File: config.mk
export PLATFORM = sky130hd
export DESIGN_NAME = program_loader
export DESIGN_NICKNAME = d
export VERILOG_FILES = /design/src/rtl/program_loader.sv
export SDC_FILE = /design/constraint.sdc
export NUM_CORES = 1
export LEC_CHECK = 0
export BUFFER_PORTS_ARGS = -buffer_cell sky130_fd_sc_hd__buf_4
export CAP_MARGIN = 20
export CORE_MARGIN = 5
export CORE_UTILIZATION = 45
export DETAILED_ROUTE_END_ITERATION = 10
export PLACE_DENSITY = 0.67
export SLEW_MARGIN = 20
export SYNTH_ARGS = -nofsm -noshare
export SYNTH_HDL_FRONTEND = slang
export SYNTH_SLANG_ARGS = --single-unit
File: constraint.sdc
create_clock -name clk -period 2.5 [get_ports clk]
set_clock_uncertainty 0.2 [all_clocks]
set_input_delay 0.375 -clock clk [delete_from_list [all_inputs] [get_ports clk]]
set_output_delay 0.375 -clock clk [all_outputs]
set_load 0.03 [all_outputs]
File: src/rtl/program_loader.sv
// rtl/program_loader.sv - boot-time instruction-memory loader
//
// Purpose:
//   Receives a byte stream over a valid/ready handshake, packs bytes into
//   little-endian 32-bit words and writes them to consecutive instruction-
//   memory word addresses. The core is held until loading has completed.
//
// Optional feature (macro LOADER_CKSUM_EN):
//   After the last word, one trailing byte is accepted and compared against
//   the XOR of all data bytes; cksum_err reports a mismatch. When the macro
//   is undefined the CKSUM state is unreachable and cksum_err is tied to 0.
//
// Ports:
//   clk         clock, rising edge
//   reset       asynchronous active-low reset
//   start       begin a load (sampled in IDLE and DONE)
//   word_count  number of words to load, clamped to DEPTH
//   rx_valid    rx_data holds a byte
//   rx_data     stream byte
//   rx_ready    loader accepts a byte this cycle
//   imem_we     one-cycle write strobe per word
//   imem_waddr  registered word address of the write
//   imem_wdata  registered assembled word
//   core_hold   1 = core must not advance
//   busy        load in progress
//   done        load complete, held until next start
//   cksum_err   trailing checksum byte mismatch

module program_loader #(
  parameter int ADDR_W = 6,
  parameter int DEPTH  = 64
) (
  input  logic              clk,
  input  logic              reset,
  input  logic              start,
  input  logic [ADDR_W:0]   word_count,
  input  logic              rx_valid,
  input  logic [7:0]        rx_data,
  output logic              rx_ready,
  output logic              imem_we,
  output logic [ADDR_W-1:0] imem_waddr,
  output logic [31:0]       imem_wdata,
  output logic              core_hold,
  output logic              busy,
  output logic              done,
  output logic              cksum_err
);

  typedef enum logic [2:0] {
    IDLE  = 3'd0,
    RECV  = 3'd1,
    WRITE = 3'd2,
    CKSUM = 3'd3,
    DONE  = 3'd4
  } state_t;

  localparam logic [ADDR_W:0] DEPTH_C = (ADDR_W+1)'(DEPTH);

`ifdef LOADER_CKSUM_EN
  localparam state_t LOAD_END = CKSUM;
`else
  localparam state_t LOAD_END = DONE;
`endif

  state_t            state;
  state_t            state_n;
  logic [ADDR_W:0]   count;
  logic [ADDR_W:0]   word_idx;
  logic [ADDR_W:0]   word_idx_inc;
  logic [ADDR_W:0]   clamped;
  logic [1:0]        byte_idx;
  logic [23:0]       word_buf;
  logic              load_start;

  assign clamped      = (word_count > DEPTH_C) ? DEPTH_C : word_count;
  assign word_idx_inc = word_idx + 1'b1;
  // A start is honoured only when no load is running.
  assign load_start   = start && ((state == IDLE) || (state == DONE));

  always_comb begin
    state_n   = state;
    rx_ready  = 1'b0;
    imem_we   = 1'b0;
    busy      = 1'b0;
    done      = 1'b0;
    core_hold = 1'b1;
    case (state)
      IDLE: begin
        if (start) state_n = (clamped == '0) ? LOAD_END : RECV;
      end
      RECV: begin
        rx_ready = 1'b1;
        busy     = 1'b1;
        if (rx_valid && (byte_idx == 2'd3)) state_n = WRITE;
      end
      WRITE: begin
        imem_we = 1'b1;
        busy    = 1'b1;
        state_n = (word_idx_inc == count) ? LOAD_END : RECV;
      end
      CKSUM: begin
`ifdef LOADER_CKSUM_EN
        rx_ready = 1'b1;
        busy     = 1'b1;
        if (rx_valid) state_n = DONE;
`else
        state_n = DONE;
`endif
      end
      DONE: begin
        done      = 1'b1;
        core_hold = 1'b0;
        if (start) state_n = (clamped == '0) ? LOAD_END : RECV;
      end
      default: state_n = IDLE;
    endcase
  end

  always_ff @(posedge clk or negedge reset) begin
    if (!reset) begin
      state      <= IDLE;
      count      <= '0;
      word_idx   <= '0;
      byte_idx   <= 2'd0;
      word_buf   <= 24'd0;
      imem_waddr <= '0;
      imem_wdata <= 32'd0;
    end else begin
      state <= state_n;
      if (load_start) begin
        count    <= clamped;
        word_idx <= '0;
        byte_idx <= 2'd0;
      end
      if ((state == RECV) && rx_valid) begin
        byte_idx <= byte_idx + 2'd1;
        case (byte_idx)
          2'd0: word_buf[7:0]   <= rx_data;
          2'd1: word_buf[15:8]  <= rx_data;
          2'd2: word_buf[23:16] <= rx_data;
          default: begin
            // Output registers are loaded here so they are valid during WRITE.
            imem_wdata <= {rx_data, word_buf};
            imem_waddr <= word_idx[ADDR_W-1:0];
          end
        endcase
      end
      if (state == WRITE) word_idx <= word_idx_inc;
    end
  end

`ifdef LOADER_CKSUM_EN
  logic [7:0] acc;
  logic       cksum_err_q;

  always_ff @(posedge clk or negedge reset) begin
    if (!reset) begin
      acc         <= 8'd0;
      cksum_err_q <= 1'b0;
    end else if (load_start) begin
      acc         <= 8'd0;
      cksum_err_q <= 1'b0;
    end else if ((state == RECV) && rx_valid) begin
      acc <= acc ^ rx_data;
    end else if ((state == CKSUM) && rx_valid) begin
      cksum_err_q <= (rx_data != acc);
    end
  end

  assign cksum_err = cksum_err_q;
`else
  assign cksum_err = 1'b0;
`endif

endmodule

# ---- Yosys cells after proc, flatten, opt, wreduce, memory -nomap -nowiden
# Cells that the tools add are included.
dict set report word_totals {
  register_bits 81
  in_bits 19
  out_inout_bits 44
}
dict set report classes {
  eq_ne 10
  muxes 15
  bitwise 1
  order_cmp 1
  reduce_logical 17
  n_addsub 2
}
# op count
set op_table {}
lappend op_table {{$mux W7} 3}
lappend op_table {{$mux W3} 4}
lappend op_table {{$pmux W3 S4} 1}
lappend op_table {{$reduce_and A2 Y1} 5}
lappend op_table {{$add A7 B1 Y7 const B} 1}
lappend op_table {{$eq A7 B7 Y1} 1}
lappend op_table {{$gt A7 B7 Y1 const B} 1}
lappend op_table {{$logic_not A7 Y1} 1}
lappend op_table {{$eq A3 B2 Y1 const B} 2}
lappend op_table {{$mux W1} 5}
lappend op_table {{$eq A2 B2 Y1 const B} 2}
lappend op_table {{$mux W2} 2}
lappend op_table {{$reduce_bool A2 Y1} 2}
lappend op_table {{$reduce_or A2 Y1} 2}
lappend op_table {{$eq A3 B1 Y1 const B} 1}
lappend op_table {{$eq A3 B3 Y1 const B} 1}
lappend op_table {{$logic_and A1 B1 Y1} 3}
lappend op_table {{$logic_not A3 Y1} 1}
lappend op_table {{$reduce_or A3 Y1} 1}
lappend op_table {{$add A2 B1 Y2 const B} 1}
lappend op_table {{$eq A2 B1 Y1 const B} 1}
lappend op_table {{$logic_not A2 Y1} 1}
lappend op_table {{$ne A2 B1 Y1 const B} 1}
lappend op_table {{$ne A2 B2 Y1 const B} 1}
lappend op_table {{2 further kinds} 2}

# ---- Depth between registers and ports, before layout
# Gate-level depths: netlist (run 1).
dict set report depth {
  word_depth 6
  mapped_depth 6
}

# ---- Least setup slack after synthesis (run 1)
# OpenSTA, ideal clock, no wires.
dict set report synth_timing {
  kind {reg2reg}
  startpoint {register state[1]}
  endpoint {register imem_wdata[24]}
  arrival_ns 1.736
  path_stages_with_launch 6
  synth_period_minus_slack_ns 2.061
  setup_time_ns 0.125
  required_ns 2.175
  setup_slack_ns 0.439
  path_cell_list {dfrtp_1 nor3b_4 and3_4 buf_6 buf_8 mux2_2}
}
dict set report synth_via {
  elab_chain_cells 3
}
# element line
set synth_lines {}
lappend synth_lines {{start, declared} 65} ;# state_t state;
lappend synth_lines {{start signal, assigned} 129} ;# state <= state_n;
lappend synth_lines {{$eq A3 B1 Y1} 135} ;# if ((state == RECV) && rx_valid) begin
lappend synth_lines {{$logic_and A1 B1 Y1} 135}
lappend synth_lines {{$reduce_and A2 Y1 (no line)} n/a}
lappend synth_lines {{end signal, assigned} 143} ;# imem_wdata <= {rx_data, word_buf};
lappend synth_lines {{end, declared} 42} ;# output logic [31:0] imem_wdata,
# No other way between the ends.
# A chain may end at the register's enable or synchronous reset.

# ---- Final worst setup path (run 1)
dict set report layout_timing {
  startpoint {register state[2]}
  endpoint {output port busy}
}
dict set report layout_via {
  elab_chain_cells 3
  word_cells_on_any_way 4
  classes_between {eq/ne (2); mux (1); reduce/logical (1)}
}
# element line
set layout_lines {}
lappend layout_lines {{$eq A3 B1 Y1 / $eq A3 B2 Y1 (equally long branches)} 87} ;# case (state)
lappend layout_lines {{$reduce_or A2 Y1 (no line) *} n/a}
lappend layout_lines {{$mux W1 *} 87}
lappend layout_lines {{end, declared} 44} ;# output logic busy,
# Mark *: on every way between the ends. The rest lies on a longest branch, timed or not.

==> results of run 1 <==
## state kept, by name (all words and copies together) (netlist names)
| register | cells |
|---|---|
| word_buf | 24 |
| state | 3 |
| imem_wdata | 32 |
| byte_idx | 2 |
| imem_waddr | 6 |
| word_idx | 7 |
| count | 7 |
## power groups by stage
| stage | logic (mW) | registers [mW] | clock network (mW) |
|---|---|---|---|
| 4_1_cts | 2.17 | 2.20 | 1.27 |
| 5_1_grt | 2.30 | 2.27 | 1.32 |
| 6_report | 2.14 | 2.19 | 1.24 |
| 2_1_floorplan | 0.940 | 2.69 | 0 |
| 3_5_place_dp | 2.16 | 2.23 | 0 |
| 3_3_place_gp | 2.13 | 2.20 | 0 |
## how the worst max path moves through the flow
stage | slack [ns] | depth (start not counted) | endpoint
final | 0.18 | 5 | busy
after global routing | 0.04 | 5 | busy
after CTS | 0.17 | 5 | busy
after detailed placement | 0.33 | 3 | imem_wdata[24]$_DFFE_PN0P_
after global placement | 0.38 | 3 | imem_wdata[17]$_DFFE_PN0P_
after floorplan | 0.44 | 5 | imem_wdata[24]$_DFFE_PN0P_
## what timing repair did
action,in CTS,in global routing
hold endpoints to repair,34,0
hold buffers,1,0
setup endpoints to repair,0,0
## final cells by class
| class | count | area, um^2 | area share |
|---|---|---|---|
| clock buffer | 10 | 127.6 | 0.02987 |
| tap | 102 | 127.6 | 0.02987 |
| timing repair buffer | 63 | 488.0 | 0.1142 |
| multi-input combinational | 160 | 1345 | 0.3148 |
| sequential | 81 | 2027 | 0.4744 |
| clock inverter | 6 | 138.9 | 0.03250 |
| inverter | 5 | 18.77 | 0.004392 |
## per-layer routing
| metal | global-route usage | vias to the layer above | share of wire |
|---|---|---|---|
| met5 | 0 | - | 0 |
| met4 | 0.06390 | 0 | 0.013 |
| met3 | 0.02929 | 7 | 0.032 |
| met2 | 0.2251 | 37 | 0.49 |
| met1 | 0.1939 | 1077 | 0.47 |
| li1 | - | 1019 | - |
## through the flow
step	setup WS (ns)	std cells	util	cell area [um^2]	hold slack, ns
global placement	0.3812	410	0.5253	3996	0.1572
CTS	0.1662	427	0.5617	4273	0.06436
floorplan	0.4394	255	-	3471	-0.1206
global route	0.03693	427	0.5617	4273	0.06612
finish	0.1809	427	0.5617	4273	0.07717
detailed placement	0.3307	410	0.5253	3996	0.1554
## logic make-up after synthesis
kind of cell / count (synthesis) / share of synthesized area
DFF: 81 / 0.5840
muxes: 64 / 0.2094
and+or+nand+nor: 54 / 0.08760
AOI/OAI and AO/OA: 26 / 0.04615
buffers and inverters: 14 / 0.02847
xor gates and xnor gates: 10 / 0.02523
adders and majority gates: 5 / 0.01802
other: 1 / 0.001080
## cells in the final DEF, fill, tap and decap left out, drive strengths merged, types with 5 or more instances in the layout
cell type,n
nand2,22
o21ai,14
nor2,9
mux2,63
ha,5
inv,6
clkbuf,10
nand3,5
xnor2,6
dfrtp,81
buf,62
nand2b,6
## cell usage after synthesis, types with 2 or more instances
library cell and count:
mux2_2 59, buf_4 3, a31oi_1 2, o21ai_0 14, a22o_1 2, mux2_4 2
xnor2_1 6, ha_1 5, buf_6 3, nand2b_1 6, xor2_1 4, nand2_1 18
dfrtp_1 81, a21oi_1 2, nor2_1 9, mux2_1 2, nor2b_1 2, nand2_4 3
inv_1 5, nand3_1 5
==> metrics.yaml, run 1 <==
run_status:
  outcome: "completed"
worst_hold_path:
  hp-start: "rx_data[6]"
  min_path_type: "in -> reg"
  holdPathEnd: "imem_wdata[30]$_DFFE_PN0P_"
  min_path_cells: 2
pwr:
  p_sw_mw: 1.948
  clkPwrFrac: 0.223
  power_frac_seq: 0.394
  irDropWorstVdd_v: 0.0004310
  power.density_nw_per_um2: 1303
  p_comb_frac: 0.384
  leakage_nw: 2.042
  p_int_mw: 3.621
  sw_frac_of_total: 0.3499
  total_power_mw: 5.569
yosys:
  synth_top_flop_cell: "dfrtp_1"
  ys_async_sr_fraction: 1.000
  netlist_area_um2: 3471
  synth_edf_count: 0
  synth_cell_types: 42
  yosysWarnings: 0
  yosysTopAreaCell: "dfrtp_1"
  yosysSeqAreaShare: 0.5840
  syn_nets: 279
  ys_ff_latch: 81
  synth_top_area_share: 0.5840
  syn_area_per_cell_um2: 13.61
  synthTopCellsByArea: "dfrtp_1 (58%), mux2_2 (19%), o21ai_0 (2.0%)"
  syn_inst: 255
clocking:
  cts_setup_buffers: 0
  cts_tree: "yes"
  cts_resized: 0
  cts_root_buf: "clkbuf_8"
  cts_max_level: 3
  insertion_delay_ns: 0.34
  clock_sinks: 81
  cts_buffer_depth: 2
  clk_pin_slew_worst_paths_ns: 0.09
  cts_buffers: 9
detailed_routing:
  first_iter_violations: 53
  drtPass1Iterations: 4
  dr_total_vias: 2140
  drc: 0
  ant_nets: 0
  drt-wirelength-per-cell_um: 15.13
  drt-total-wl_um: 6460
  via_per_inst: 5.012
global_routing:
  grt_pass1_vias: 2157
  grtUsageTotal: 0.1437
  antenna_found_initial: 0
  grt_pass1_wl_um: 10950
  overflow: 0
  grt_max_degree: 48
floorplanning:
  die_area_um2: 9570
  dieHeight_um: 97.83
  io_pins: 63
  rows: 32
  core_um2: 7607
  die_x_um: 97.83
  start_util: 0.4563
finish:
  fin_nets: 344
  num_antenna_cells: 0
  layout-drive-gt1-share: 0.4492
  nFillCells: 646
  area_delta_synth_final_pct: 23.11
place:
  hpwl_um: 4562
  port_buffers: 61
  routabilityCongestion: 0.8022
setup_path:
  worst-setup-path-type: "reg -> out"
  crit_arrival_ns: 1.74
  crit_slowest_cell: "dfrtp_1"
  crit_fanout: 10
  r2r_cells: 3
  critPathLaunchType: "register"
  path_cells: "nor2_1, nand2_2, inv_1, or2_2, buf_4"
  critPathCaptureType: "output port"
  required_ns: 1.92
  reg2reg_to: "imem_wdata[24]$_DFFE_PN0P_"
  path_buf_inv: 2
  ff2ff_setup_slack_ns: 0.34
  critPathLaunch: "state[2]$_DFFE_PN0P_"
  reg2reg_from: "state[1]$_DFFE_PN0P_"
  cp_top_family: "simple AND/OR/NAND/NOR gates"
  crit_path_max_incr_delay_ns: 0.49
timing:
  slew_headroom: 0.6353
  setup_viol: 0
  finalWorstPathRequiredPeriod_ns: 2.319
  rsz0062_at_grt: "no"
  fmax_mhz: 431.2
  period_share: 0.9276
  worst_pin_slew_ns: 0.5471
  finalHoldViolations: 0
  setup_tns_ns: 0
  maxSlewViolCount: 0
job:
  maxCapViolCount: 0
Power figures use the tool's default switching activity.
==> run 2, diff against run 1 <==
--- a/config.mk
+++ b/config.mk
@@ -5,12 +5,13 @@
 export SDC_FILE = /design/constraint.sdc
 export NUM_CORES = 1
 export LEC_CHECK = 0
+export ABC_AREA = 1
 export BUFFER_PORTS_ARGS = -buffer_cell sky130_fd_sc_hd__buf_4
-export CAP_MARGIN = 20
+export CAP_MARGIN = 15
 export CORE_MARGIN = 5
 export CORE_UTILIZATION = 45
 export DETAILED_ROUTE_END_ITERATION = 10
-export PLACE_DENSITY = 0.67
+export PLACE_DENSITY = 0.66
 export SLEW_MARGIN = 20
 export SYNTH_ARGS = -nofsm -noshare
 export SYNTH_HDL_FRONTEND = slang
==> metrics.yaml, run 2 <==
floorplanning:
  rows: 32  # unchanged
  dieHeight_um: 99.10  # +1.3%
  die_area_um2: 9820  # +2.6%
  start_util: 0.4623  # +0.006023
  core_um2: 7727  # +1.6%
  io_pins: 63  # unchanged
  die_x_um: 99.10  # +1.3%
global_routing:
  grt_pass1_wl_um: 12860  # +17%
  grt_pass1_vias: 2589  # +20%
  grt_max_degree: 53  # +10%
  overflow: 0  # unchanged
  grtUsageTotal: 0.1643  # +0.02056
  antenna_found_initial: 0  # unchanged
pwr:
  p_int_mw: 3.285  # -9.3%
  p_sw_mw: 2.171  # +11%
  sw_frac_of_total: 0.3979  # +0.04804
  leakage_nw: 2.327  # +14%
  power_frac_seq: 0.396  # +0.002
  clkPwrFrac: 0.209  # -0.014
  irDropWorstVdd_v: 0.0006496  # +51%
  power.density_nw_per_um2: 1260  # -3.3%
  p_comb_frac: 0.395  # +0.011
yosys:
  synth_cell_types: 27  # -36%
  netlist_area_um2: 3572  # +2.9%
  synth_top_flop_cell: "dfrtp_1"
  syn_area_per_cell_um2: 8.998  # -34%
  yosysSeqAreaShare: 0.5674  # -0.01657
  syn_nets: 421  # +51%
  synth_common_cells: "nand2_1 (162), dfrtp_1 (81), inv_1 (42), o21ai_1 (24), o21ai_2 (14)"
  synth_top_area_share: 0.5674  # -0.01657
  yosysMostFrequentCell: "nand2_1"
  yosysWarnings: 0  # unchanged
  syn_inst: 397  # +56%
  yosysTopAreaCell: "dfrtp_1"
  ys_async_sr_fraction: 1.000  # unchanged
  ys_ff_latch: 81  # unchanged
  synthTopCellsByArea: "dfrtp_1 (57%), nand2_1 (17%), inv_1 (4.4%)"
  synth_edf_count: 0  # unchanged
detailed_routing:
  drtPass1Iterations: 5  # +1
  drc: 0  # unchanged
  dr_total_vias: 2711  # +27%
  ant_nets: 0  # unchanged
  via_per_inst: 4.773  # -4.8%
  drt-total-wl_um: 7478  # +16%
  first_iter_violations: 121  # +130%
  drt-wirelength-per-cell_um: 13.17  # -13%
setup_path:
  required_ns: 1.92  # about the same
  critPathLaunch: "state[2]$_DFFE_PN0P_"
  worst-setup-path-type: "reg -> out"
  crit_arrival_ns: 1.62  # -0.12 ns
  critPathLaunchType: "register"
  r2r_cells: 14  # +11
  reg2reg_to: "state[0]$_DFFE_PN0P_"
  reg2reg_from: "word_idx[0]$_DFFE_PN0P_"
  ff2ff_setup_slack_ns: 0.68  # +0.34 ns
  critPathCaptureType: "output port"
  critPathCapture: "busy"
  crit_fanout: 7  # -3
clocking:
  clock_sinks: 81  # unchanged
  clk_pin_slew_worst_paths_ns: 0.08  # about the same
  cts_tree: "yes"
  cts_setup_buffers: 0  # unchanged
  cts_buffers: 9  # unchanged
  cts_buffer_depth: 2  # unchanged
  cts_root_buf: "clkbuf_8"
  insertion_delay_ns: 0.35  # about the same
  cts_max_level: 3  # unchanged
run_status:
  outcome: "completed"
finish:
  layout-drive-gt1-share: 0.2275  # -0.2218
  nFillCells: 712  # +10%
  largest_registers: "imem_wdata: 32 flops, word_buf: 24 flops"
  regMostFlops: "imem_wdata"
  fin_util: 0.5602  # -0.001445
  layout_common_cells: "nand2_1 (162), dfrtp_1 (81), buf_4 (63)"
  layout_commonest_cell: "nand2_1"
  area_delta_synth_final_pct: 21.19
  num_antenna_cells: 0  # unchanged
  largest_reg_flops: 32  # unchanged
  fin_nets: 486  # +41%
place:
  routabilityCongestion: 0.8186  # +2.0%
  port_buffers: 61  # unchanged
  hpwl_um: 5294  # +16%
timing:
  rsz0062_at_grt: "no"
  slew_headroom: 0.6079  # -0.02740
  finalWorstPathRequiredPeriod_ns: 2.200  # -0.1194 ns
  fmax_mhz: 454.6  # +5.4%
  maxSlewViolCount: 0  # unchanged
  setup_viol: 0  # unchanged
  setup_tns_ns: 0  # unchanged
  period_share: 0.8799  # -0.04775
  finalHoldViolations: 0  # unchanged
  worst_pin_slew_ns: 0.5882  # +0.04110 ns
worst_hold_path:
  min_path_type: "in -> reg"
job:
  maxCapViolCount: 0  # unchanged
[run 2: cell count changes after synthesis, sizes merged, moves of 3 or more]
cell / previous run / this run
buf: 7 / 11
inv: 5 / 45
mux2: 63 / 0
nand2: 22 / 167
nand2b: 6 / 0
nand3: 5 / 10
nor2: 9 / 13
nor3: 1 / 4
o21ai: 14 / 43
o22ai: 0 / 9
xnor2: 6 / 0
xor2: 4 / 1
[run 2: worst min path at each step]
stage                              from                         to  slack (ns)  cells after the start
after floorplan                   reset    byte_idx[0]$_DFFE_PN0P_       -0.12                      0
after global placement            reset  imem_waddr[1]$_DFFE_PN0P_        0.09                      1
after detailed placement          reset  imem_waddr[1]$_DFFE_PN0P_        0.09                      1
after CTS                 word_count[2]       count[2]$_DFFE_PN0P_        0.03                      3
after global routing      word_count[2]       count[2]$_DFFE_PN0P_        0.03                      3
final                     word_count[2]       count[2]$_DFFE_PN0P_        0.04                      3
[run 2: layer usage]
metal  wire length (um)  GRT usage  vias to the layer above
met5                  0          0                        -
met4                144    0.07038                        0
li1                   -          -                     1372
met2               3435     0.2412                       66
met3                352    0.03506                       15
met1               3545     0.2359                     1258
[run 2: power groups by stage]
stage / clock, mW / combinational [mW] / sequential (mW)
finish: 1.14 / 2.15 / 2.16
global route: 1.23 / 2.38 / 2.23
CTS: 1.17 / 2.19 / 2.16
detailed placement: 0 / 2.18 / 2.19
global placement: 0 / 2.15 / 2.17
floorplan: 0 / 0.972 / 2.66
[run 2: repair_timing]
item	in CTS	in global routing
resized for setup	0	0
setup endpoints to repair	0	0
endpoints found under the hold margin	20	0
hold buffers	1	0
[run 2: cells by family after synthesis]
family,count (synthesis),synth area share
XOR/XNOR,1,0.002452
adder cells (fa/ha/maj),5,0.01751
AND/OR/NAND/NOR,196,0.2329
buffers and inverters,57,0.08091
AO/OA/AOI/OAI,56,0.09772
other,1,0.001050
flip-flops,81,0.5674
[run 2: layout make-up]
cell class                 instances  area (um^2)  share of cell area
sequential                        81         2027              0.4682
multi-input combinational        259         1256              0.2902
clock inverter                     6        115.1             0.02659
timing repair buffer              65        503.0              0.1162
inverter                          46        176.4             0.04075
tap                              102        127.6             0.02948
clock buffer                       9        123.9             0.02861
[run 2: through the flow]
stage / std cells / hold slack, ns / area [um^2] / power (mW) / worst slack [ns]
final: 568 / 0.03711 / 4329 / 5.455 / 0.3003
after detailed placement: 552 / 0.09170 / 4080 / 4.370 / 0.6661
after global placement: 552 / 0.08747 / 4080 / 4.325 / 0.6441
after floorplan: 397 / -0.1206 / 3572 / 3.637 / 0.4856
after CTS: 568 / 0.02725 / 4329 / 5.519 / 0.2721
after global routing: 568 / 0.02957 / 4329 / 5.847 / 0.1828
[run 2: critical path, stage by stage (launching register included)]
cell and delay, ns:
dfrtp_1 0.47, nor3_4 0.31, inv_1 0.22, nand2_1 0.11, buf_4 0.16
